==> src/rtl/gf_mixcol_seq_if.sv <==
// Start/busy/done handshake and state buses for the iterative MixColumns engine.
interface gf_mixcol_seq_if;
  logic         start;
  logic         inv;
  logic [127:0] state_in;
  logic         busy;
  logic         done;
  logic [127:0] state_out;

  modport master (
    output start, inv, state_in,
    input  busy, done, state_out
  );

  modport slave (
    input  start, inv, state_in,
    output busy, done, state_out
  );
endinterface

==> src/rtl/gf_mixcol_seq.sv <==
// Iterative AES MixColumns / InvMixColumns: one GF(2^8) product per clock,
// 64 clocks per 128-bit state, shared single multiplier.
//
// state | meaning
// ------+--------------------------------------------------------------
// IDLE  | waiting for start; busy=0
// RUN   | cnt walks c,r,k; one product accumulated per clock
// DONE  | done pulse; state_out already valid; may accept the next start
module gf_mixcol_seq (
  input  logic            clk,
  input  logic            rst_n,
  gf_mixcol_seq_if.slave  bus
);

  typedef enum logic [1:0] {IDLE, RUN, DONE} state_t;

  state_t       st;
  logic [5:0]   cnt;
  logic [7:0]   acc;
  logic [127:0] res;
  logic [127:0] s_q;
  logic         inv_q;
  logic         busy_q;
  logic         done_q;
  logic [127:0] out_q;

  logic [1:0]   c_i, r_i, k_i, j_i;
  logic [7:0]   coef;
  logic [7:0]   opb;
  logic [7:0]   prod;
  logic [7:0]   acc_nxt;

  // Carry-less multiply reduced by x^8+x^4+x^3+x+1
  function automatic logic [7:0] gf_mul(input logic [7:0] a, input logic [7:0] b);
    logic [7:0] p;
    logic [7:0] x;
    p = 8'h00;
    x = b;
    for (int i = 0; i < 8; i++) begin
      if (a[i]) p = p ^ x;
      x = {x[6:0], 1'b0} ^ (x[7] ? 8'h1b : 8'h00);
    end
    return p;
  endfunction

  assign c_i = cnt[5:4];
  assign r_i = cnt[3:2];
  assign k_i = cnt[1:0];
  assign j_i = k_i - r_i;

  // Circulant row coefficient for (k-r) mod 4
  always_comb begin
    coef = 8'h01;
    case ({inv_q, j_i})
      3'b000:  coef = 8'h02;
      3'b001:  coef = 8'h03;
      3'b010:  coef = 8'h01;
      3'b011:  coef = 8'h01;
      3'b100:  coef = 8'h0e;
      3'b101:  coef = 8'h0b;
      3'b110:  coef = 8'h0d;
      3'b111:  coef = 8'h09;
      default: coef = 8'h01;
    endcase
  end

  // Byte k+4c sits at bit offset 8*(15-(k+4c)); 15-x is ~x for 4 bits
  assign opb     = s_q[{~c_i, ~k_i, 3'b000} +: 8];
  assign prod    = gf_mul(coef, opb);
  assign acc_nxt = ((k_i == 2'd0) ? 8'h00 : acc) ^ prod;

  // Sequencer, accumulator and registered outputs
  always_ff @(posedge clk) begin
    if (!rst_n) begin
      st     <= IDLE;
      cnt    <= 6'd0;
      acc    <= 8'h00;
      res    <= 128'h0;
      s_q    <= 128'h0;
      inv_q  <= 1'b0;
      busy_q <= 1'b0;
      done_q <= 1'b0;
      out_q  <= 128'h0;
    end else begin
      case (st)
        IDLE, DONE: begin
          done_q <= 1'b0;
          if (bus.start) begin
            s_q    <= bus.state_in;
            inv_q  <= bus.inv;
            cnt    <= 6'd0;
            acc    <= 8'h00;
            busy_q <= 1'b1;
            st     <= RUN;
          end else begin
            busy_q <= 1'b0;
            st     <= IDLE;
          end
        end
        RUN: begin
          cnt <= cnt + 6'd1;
          if (k_i == 2'd3) begin
            res[{~c_i, ~r_i, 3'b000} +: 8] <= acc_nxt;
            acc <= 8'h00;
          end else begin
            acc <= acc_nxt;
          end
          // Last byte (r=3,c=3) is the low byte; merge it so state_out updates whole
          if (cnt == 6'd63) begin
            out_q  <= {res[127:8], acc_nxt};
            done_q <= 1'b1;
            st     <= DONE;
          end
        end
        default: begin
          busy_q <= 1'b0;
          done_q <= 1'b0;
          st     <= IDLE;
        end
      endcase
    end
  end

  assign bus.busy      = busy_q;
  assign bus.done      = done_q;
  assign bus.state_out = out_q;

endmodule

==> src/flat_wrapper.sv <==
// flat-port wrapper written by rule: the top's interface ports become plain ports
module gf_mixcol_seq_flat 
  (clk, rst_n, bus_start, bus_inv, bus_state_in, bus_busy, bus_done, bus_state_out);
  gf_mixcol_seq_if bus_i ();
  input  logic clk;
  input  logic rst_n;
  input wire logic [$bits(bus_i.start)-1:0] bus_start;
  input wire logic [$bits(bus_i.inv)-1:0] bus_inv;
  input wire logic [$bits(bus_i.state_in)-1:0] bus_state_in;
  output wire logic [$bits(bus_i.busy)-1:0] bus_busy;
  output wire logic [$bits(bus_i.done)-1:0] bus_done;
  output wire logic [$bits(bus_i.state_out)-1:0] bus_state_out;
  assign bus_i.start = bus_start;
  assign bus_i.inv = bus_inv;
  assign bus_i.state_in = bus_state_in;
  assign bus_busy = bus_i.busy;
  assign bus_done = bus_i.done;
  assign bus_state_out = bus_i.state_out;
  gf_mixcol_seq u_core (.clk(clk), .rst_n(rst_n), .bus(bus_i));
endmodule
==> config.mk <==
export PLATFORM = sky130hd
export DESIGN_NAME = gf_mixcol_seq_flat
export DESIGN_NICKNAME = d
export VERILOG_FILES = /design/src/rtl/gf_mixcol_seq_if.sv /design/src/rtl/gf_mixcol_seq.sv /design/src/flat_wrapper.sv
export SDC_FILE = /design/constraint.sdc
export NUM_CORES = 1
export LEC_CHECK = 0
export CAP_MARGIN = 20
export CORE_MARGIN = 4
export CORE_UTILIZATION = 50
export CTS_CLUSTER_SIZE = 10
export DETAILED_ROUTE_END_ITERATION = 16
export PLACE_DENSITY_LB_ADDON = 0.12
export SLEW_MARGIN = 10
export SYNTH_ARGS = -nofsm -noshare
export SYNTH_HDL_FRONTEND = slang
export SYNTH_SLANG_ARGS = --single-unit
export TNS_END_PERCENT = 1
==> constraint.sdc <==
create_clock -name clk -period 4.09 [get_ports clk]
set_input_delay 1.0225 -clock clk [delete_from_list [all_inputs] [get_ports clk]]
set_output_delay 1.0225 -clock clk [all_outputs]
set_load 0.1 [all_outputs]
==> reports/results.ini <==
[status]
status = finished clean

[logic_synthesis]
synth.avg_cell_area_sq_um = 8.79
netlist_area_sq_um = 15900
syn_nets = 1946
synth-async-reset-ratio_pct = 0
synth_seq_cells = 395
syn_inst = 1808
synth-edff-count = 0
yosysWarningCount = 0
ys_types = 55
yosysSeqAreaShare_pct = 49.8
synthFlopType = dfxtp_1

[finish]
mostFrequentLayoutCells = nand2_1, dfxtp_1, clkdlybuf4s50_1
diodes = 0
final_area_sq_um = 19900
layout.nets = 2155
multi_input_comb_area_sq_um = 7390
layout.area.seq_sq_um = 7910
drive_gt1_share_pct = 7.27
area_growth_pct = 25.5
final_cells = 2424
final_common_cell = nand2_1
n_fill_cell = 2708

[min_path]
min_path_type = reg -> reg

[critical_path]
required_ps = 4450
reg2reg_from = u_core.cnt[4]
reg2reg_slack_ps = 540
worstSetupEndpoint = u_core.res[127]
reg2reg_to = u_core.res[127]
arrival_ps = 3920
reg2reg_depth = 9
path_max_fanout = 17
slowest_delay_ps = 830
cp-end-kind = register
path_cells = buf_4 > inv_1 > a31o_2 > o22ai_4 > mux2_2 > a22oi_1 > xnor2_1 > xnor2_2 > o21ai_0
critPathSlowestCell = xnor2_2
critical_path_class = reg -> reg
startpoint_type = register
crit_start = u_core.cnt[4]

[timing]
skew_ps = 8.49
slew_violations = 0
finalHoldViolCount = 0
post-route-min-period_ps = 3550
finalCritPeriodShare_pct = 86.9
tightest_slew_ps = 1110
worst_slack_ps = 535
max_slew_margin_pct = 25.3
setup_violations = 0
fin_tns_setup_ps = 0
rsz0062_at_grt = no
clock.fmax_mhz = 281

[clock_network]
root_buffer = clkbuf_16
clock_latency_ps = 530
clkSinkCount = 395
post_cts_resized = 0
htree_num_levels = 2
path_clk_slew_ps = 50
cts_hold_buf = 0
post_cts_buffers = 0
clockBufferDepth = 3
cts_buffers = 45
cts_tree = done

[power_and_ir_drop]
p_leak_uw = 0.00698
totalPowerFinal_uw = 8220
irDropWorstVdd_uv = 251
cellPowerDensity_nw_per_um2 = 412

[global_route]
grt_pass1_wl_um = 63800
grt_max_degree = 132
grt.overflow.total = 0
antenna_found_initial = 0
grt_pass1_vias = 12163
track_usage_pct = 22.5

[routing]
drt_iter0_drc = 754
vias = 12787
ant_nets = 0
finalWirelength_um = 40300
drc = 0
wl_per_cell_um = 16.6
vias_per_cell = 5.28
firstDrtPassIters = 5

[die]
die_w_um = 186
start_util_pct = 50.5
core_area_sq_um = 31500
rows = 65
floorplan.die.height_um = 186
num_io_pins = 262
die-area_sq_um = 34700

[placement]
dp_hpwl_um = 27600
dp_cells = 2368
pre_cts_ws_ps = 582
place.gp.congestion = 0.828
dpl-instance-area_sq_um = 18700
io_buffer_count = 261

[run]
drv_cap = 0

[power breakdown]
| group | switching, uW | internal, uW |
|---|---|---|
| registers | 57.3 | 3940 |
| logic | 436 | 344 |
| clock network | 1430 | 2010 |
[worst max-delay path, delay by kind of cell, from the launching register on]
family | cells | cell delay (ps)
AO/OA/AOI/OAI | 4 | 1080
XOR/XNOR | 2 | 980
buffers and inverters | 2 | 340
flip-flops | 1 | 590
multiplexers | 1 | 370
[cell type report]
cell class / instances / area share [%]
Sequential cell: 395 / 39.7
Multi-Input combinational cell: 1272 / 37.1
Tap cell: 402 / 2.52
Inverter: 7 / 0.132
Clock inverter: 2 / 0.182
Clock buffer: 50 / 5.90
Timing Repair Buffer: 296 / 14.5
[worst min-delay path by stage]
stage / start / endpoint / slack (ps) / depth (start not counted)
floorplan: u_core.acc[3] / u_core.acc[3] / 420 / 2
global placement: u_core.res[72] / u_core.res[72] / 430 / 2
detailed placement: u_core.bus.done / u_core.bus.done / 440 / 2
CTS: u_core.res[31] / u_core.res[31] / 450 / 2
global route: u_core.res[14] / u_core.res[14] / 470 / 2
finish: u_core.res[31] / u_core.res[31] / 450 / 2
[metrics by stage]
stage	util, %	hold WS (ps)
finish	63.3	449
detailed placement	59.4	441
CTS	63.3	451
global route	63.3	471
floorplan	-	417
global placement	59.4	434
[cells by family (layout without fill, tap and decap cells)]
kind of cell / after synthesis / after routing / synth area share [%]
simple gates: 709 / 709 / 17.8
compound gates: 482 / 482 / 20.4
flops: 395 / 395 / 49.8
buf+inv: 141 / 355 / 4.05
mux: 39 / 39 / 5.13
xor+xnor: 36 / 36 / 2.41
fa+ha+maj: 6 / 6 / 0.473
[registers in the layout, indices dropped and copies added (netlist names)]
register	flops
u_core.acc	8
u_core.inv_q	1
u_core.cnt	6
u_core.bus.done	1
u_core.bus.state_out	128
u_core.s_q	128
u_core.bus.busy	1
u_core.st	2
u_core.res	120
[per-layer routing]
metal  global-route usage (%)  part of all wire (%)  vias to the layer above  wire [um]
li1                         -                     -                     6442          -
met1                     31.2                    46                     5924      18500
met2                     36.6                    46                      343      18500
met3                     3.29                   5.0                       78       2030
met4                     7.00                   3.0                        0       1210
met5                        0                     0                        -          0
[cells in the mapped netlist (all sizes together), types with 3 or more instances]
| cell | count | share of area, % |
|---|---|---|
| nor2 | 16 | 0.39 |
| clkbuf | 101 | 2.4 |
| or2 | 3 | 0.12 |
| or3 | 4 | 0.16 |
| nand2 | 632 | 15 |
| inv | 7 | 0.17 |
| nor3 | 6 | 0.22 |
| o21ai | 130 | 4.2 |
| a21boi | 258 | 12 |
| dfxtp | 395 | 50 |
| nand2b | 14 | 0.55 |
| mux4 | 30 | 4.5 |
| a21oi | 48 | 1.5 |
| o22ai | 31 | 1.6 |
| mux2 | 4 | 0.28 |
| buf | 32 | 1.4 |
| a22oi | 5 | 0.27 |
| xnor2 | 25 | 1.8 |
| nor2b | 10 | 0.39 |
| mux2i | 5 | 0.32 |
| ha | 6 | 0.47 |
| xor2 | 11 | 0.65 |
| and2 | 3 | 0.12 |
| a32oi | 3 | 0.17 |
| nand3 | 12 | 0.46 |
Note: power is estimated with default switching activity, not from simulation.
==> patch (config.mk and constraints unchanged) <==
Reset style: asynchronous (`rst_n`), changed in one clocked block.
--- a/src/rtl/gf_mixcol_seq.sv
+++ b/src/rtl/gf_mixcol_seq.sv
@@ -71,5 +71,5 @@
 
   // Sequencer, accumulator and registered outputs
-  always_ff @(posedge clk) begin
+  always_ff @(posedge clk or negedge rst_n) begin
     if (!rst_n) begin
       st     <= IDLE;
Function: differs if rst_n is asserted again (counterexample within 4 cycles, from zero or initial values and one cycle with rst_n low); with rst_n held inactive, the same outputs for 4 cycles.
==> patch against the original RTL <==
Sequential share of layout area is 6.8 points higher; global-route usage is 1.2 points higher; wire length is 6.9% higher; final cell count is 8.7% lower; area after synthesis is 5.2% higher; clock skew is 10 ps higher; die area is 5.0% higher; setup slack worse by 260 ps; cell area is 6.5% higher; via count is 7.8% lower; sequential cell count is 1 lower; highest routed layer is now met5.
Power is not compared: it rests on default switching activity, and its combinational part moved more than twofold at a synthesized area within 25%.
==> patch: results (changes against the original RTL) <==
| Metric | Value |
|---|---|
| Multi-input gates | `1,009 (was 1,272)` |
| WL met2 | `20,800 um (was 18,500 um)` |
| NumNets Final | `1,900 (was 2,155)` |
| First-iteration detailed-routing DRC count | `779 (was 754)` |
| Top post-synthesis cells by area | `dfrtp_1, nand2_1, mux2_2 (was dfxtp_1, nand2_1, a21boi_0)` |
| Syn nets | `1,638 (was 1,946)` |
| Placed insts | `2,156 (was 2,368)` |
| Outcome | `finished clean (unchanged)` |
| Seq_cells | `394 (was 395)` |
| M1 wire length | `19,300 um (was 18,500 um)` |
| Clk_buf instances | `54 (was 50)` |
| Uppermost layer routed | `met5 (was met4)` |
| Setup Skew | `18.8 ps (was 8.49 ps)` |
| Prevailing post-synth register cell | `dfrtp_1 (was dfxtp_1)` |
| Post-synth ARST share | `1.00 (was 0)` |
| Sequential share of the synthesized area | `0.590 (was 0.498)` |
| Pin slew with the least headroom to its limit | `1060 ps (was 1110 ps)` |
| First-pass GRT wire length | `67,900 um (was 63,800 um)` |
| Initial antenna violation count | `1 (was 0)` |
| GRT Overall Usage | `0.237 (was 0.225)` |
| Met3 wire length | `2070 um (was 2030 um)` |
| Reg area | `9860 um2 (was 7910 um2)` |
| Worst Path Max Fanout | `16 (was 17)` |
| Pre-antenna DRT Iters | `7 (was 5)` |
| Buffering overhead | `0.145 (about the same)` |
| Die area | `36,400 um2 (was 34,700 um2)` |
| Placed Area | `20,000 um2 (was 18,700 um2)` |
| Vias in the first global route | `11,963 (was 12,163)` |
| RD Place Congestion | `0.869 (was 0.828)` |
| Vias/cell | `5.33 (was 5.28)` |
| Leading cell types by count after synthesis | `nand2_1, dfrtp_1, mux2_2, clkbuf_1, nor2_1 (was nand2_1, dfxtp_1, a21boi_0, o21ai_0, clkbuf_1)` |
| Share of layout cells above drive strength 1 | `0.157 (was 0.0727)` |
| Clk cell area share | `0.0573 (was 0.0608)` |
| Non-clock buffer count | `305 (was 296)` |
| Setup WS pre-CTS | `190 ps (was 582 ps)` |
| Clk slew on worst S/H paths | `60 ps` |
| Wire per inst | `19.4 um (was 16.6 um)` |
| Syn Area/Cell | `11.1 um2 (was 8.79 um2)` |
| Fill count | `2,632 (was 2,708)` |
| DP Wirelength | `30,500 um (was 27,600 um)` |
| Multi-input combinational area share | `0.306 (was 0.371)` |
| Routed wire length | `43,000 um (was 40,300 um)` |
| CP Data Arrival Time | `4270 ps (was 3920 ps)` |
[patch: cell families after synthesis]
kind of cell | share of synthesized area
AO/OA/AOI/OAI | 0.0603
XOR/XNOR | 0.0200
adder cells (fa/ha/maj) | 0.00449
buffers and inverters | 0.0261
flip-flops | 0.590
multiplexers | 0.151
AND/OR/NAND/NOR | 0.148
[patch: layer usage]
metal  up-vias  GRT usage
met5         -          0
met4         2     0.0539
met3        60     0.0361
met2       318      0.387
met1      5855      0.342
li1       5557          -
[patch: final timing paths]
check	startpoint	to	slack (ps)	depth (start not counted)
hold reg to reg	u_core.s_q[107]$_DFFE_PN0P_	u_core.s_q[107]$_DFFE_PN0P_	470	2
setup / recovery	u_core.cnt[0]$_DFFE_PN0P_	u_core.res[9]$_DFFE_PN0P_	270	10
max in group asynchronous	rst_n	u_core.bus.state_out[77]$_DFFE_PN0P_	2680	2
min in group asynchronous	rst_n	u_core.bus.state_out[120]$_DFFE_PN0P_	530	1
hold / removal	u_core.s_q[107]$_DFFE_PN0P_	u_core.s_q[107]$_DFFE_PN0P_	470	2
setup reg to reg	u_core.cnt[0]$_DFFE_PN0P_	u_core.res[9]$_DFFE_PN0P_	270	10
[patch: power by group]
| part | total [mW] | internal (mW) | leakage, nW | switching (mW) |
|---|---|---|---|---|
| logic | 8.33 | 3.04 | 4.32 | 5.30 |
| clock network | 3.47 | 2.01 | 0.593 | 1.46 |
| registers | 5.35 | 4.77 | 5.23 | 0.586 |
| total | 17.2 | 9.82 | 10.1 | 7.34 |
[patch: worst max-delay path, cell delays in order (launching register included)]
cell and delay [ps]:
dfrtp_2 590, buf_12 220, and2b_1 240, a22o_1 220, or2_1 250, mux4_2 470
mux2i_1 280, xnor2_1 150, xnor2_2 780, nand2_1 310, o21ai_1 210
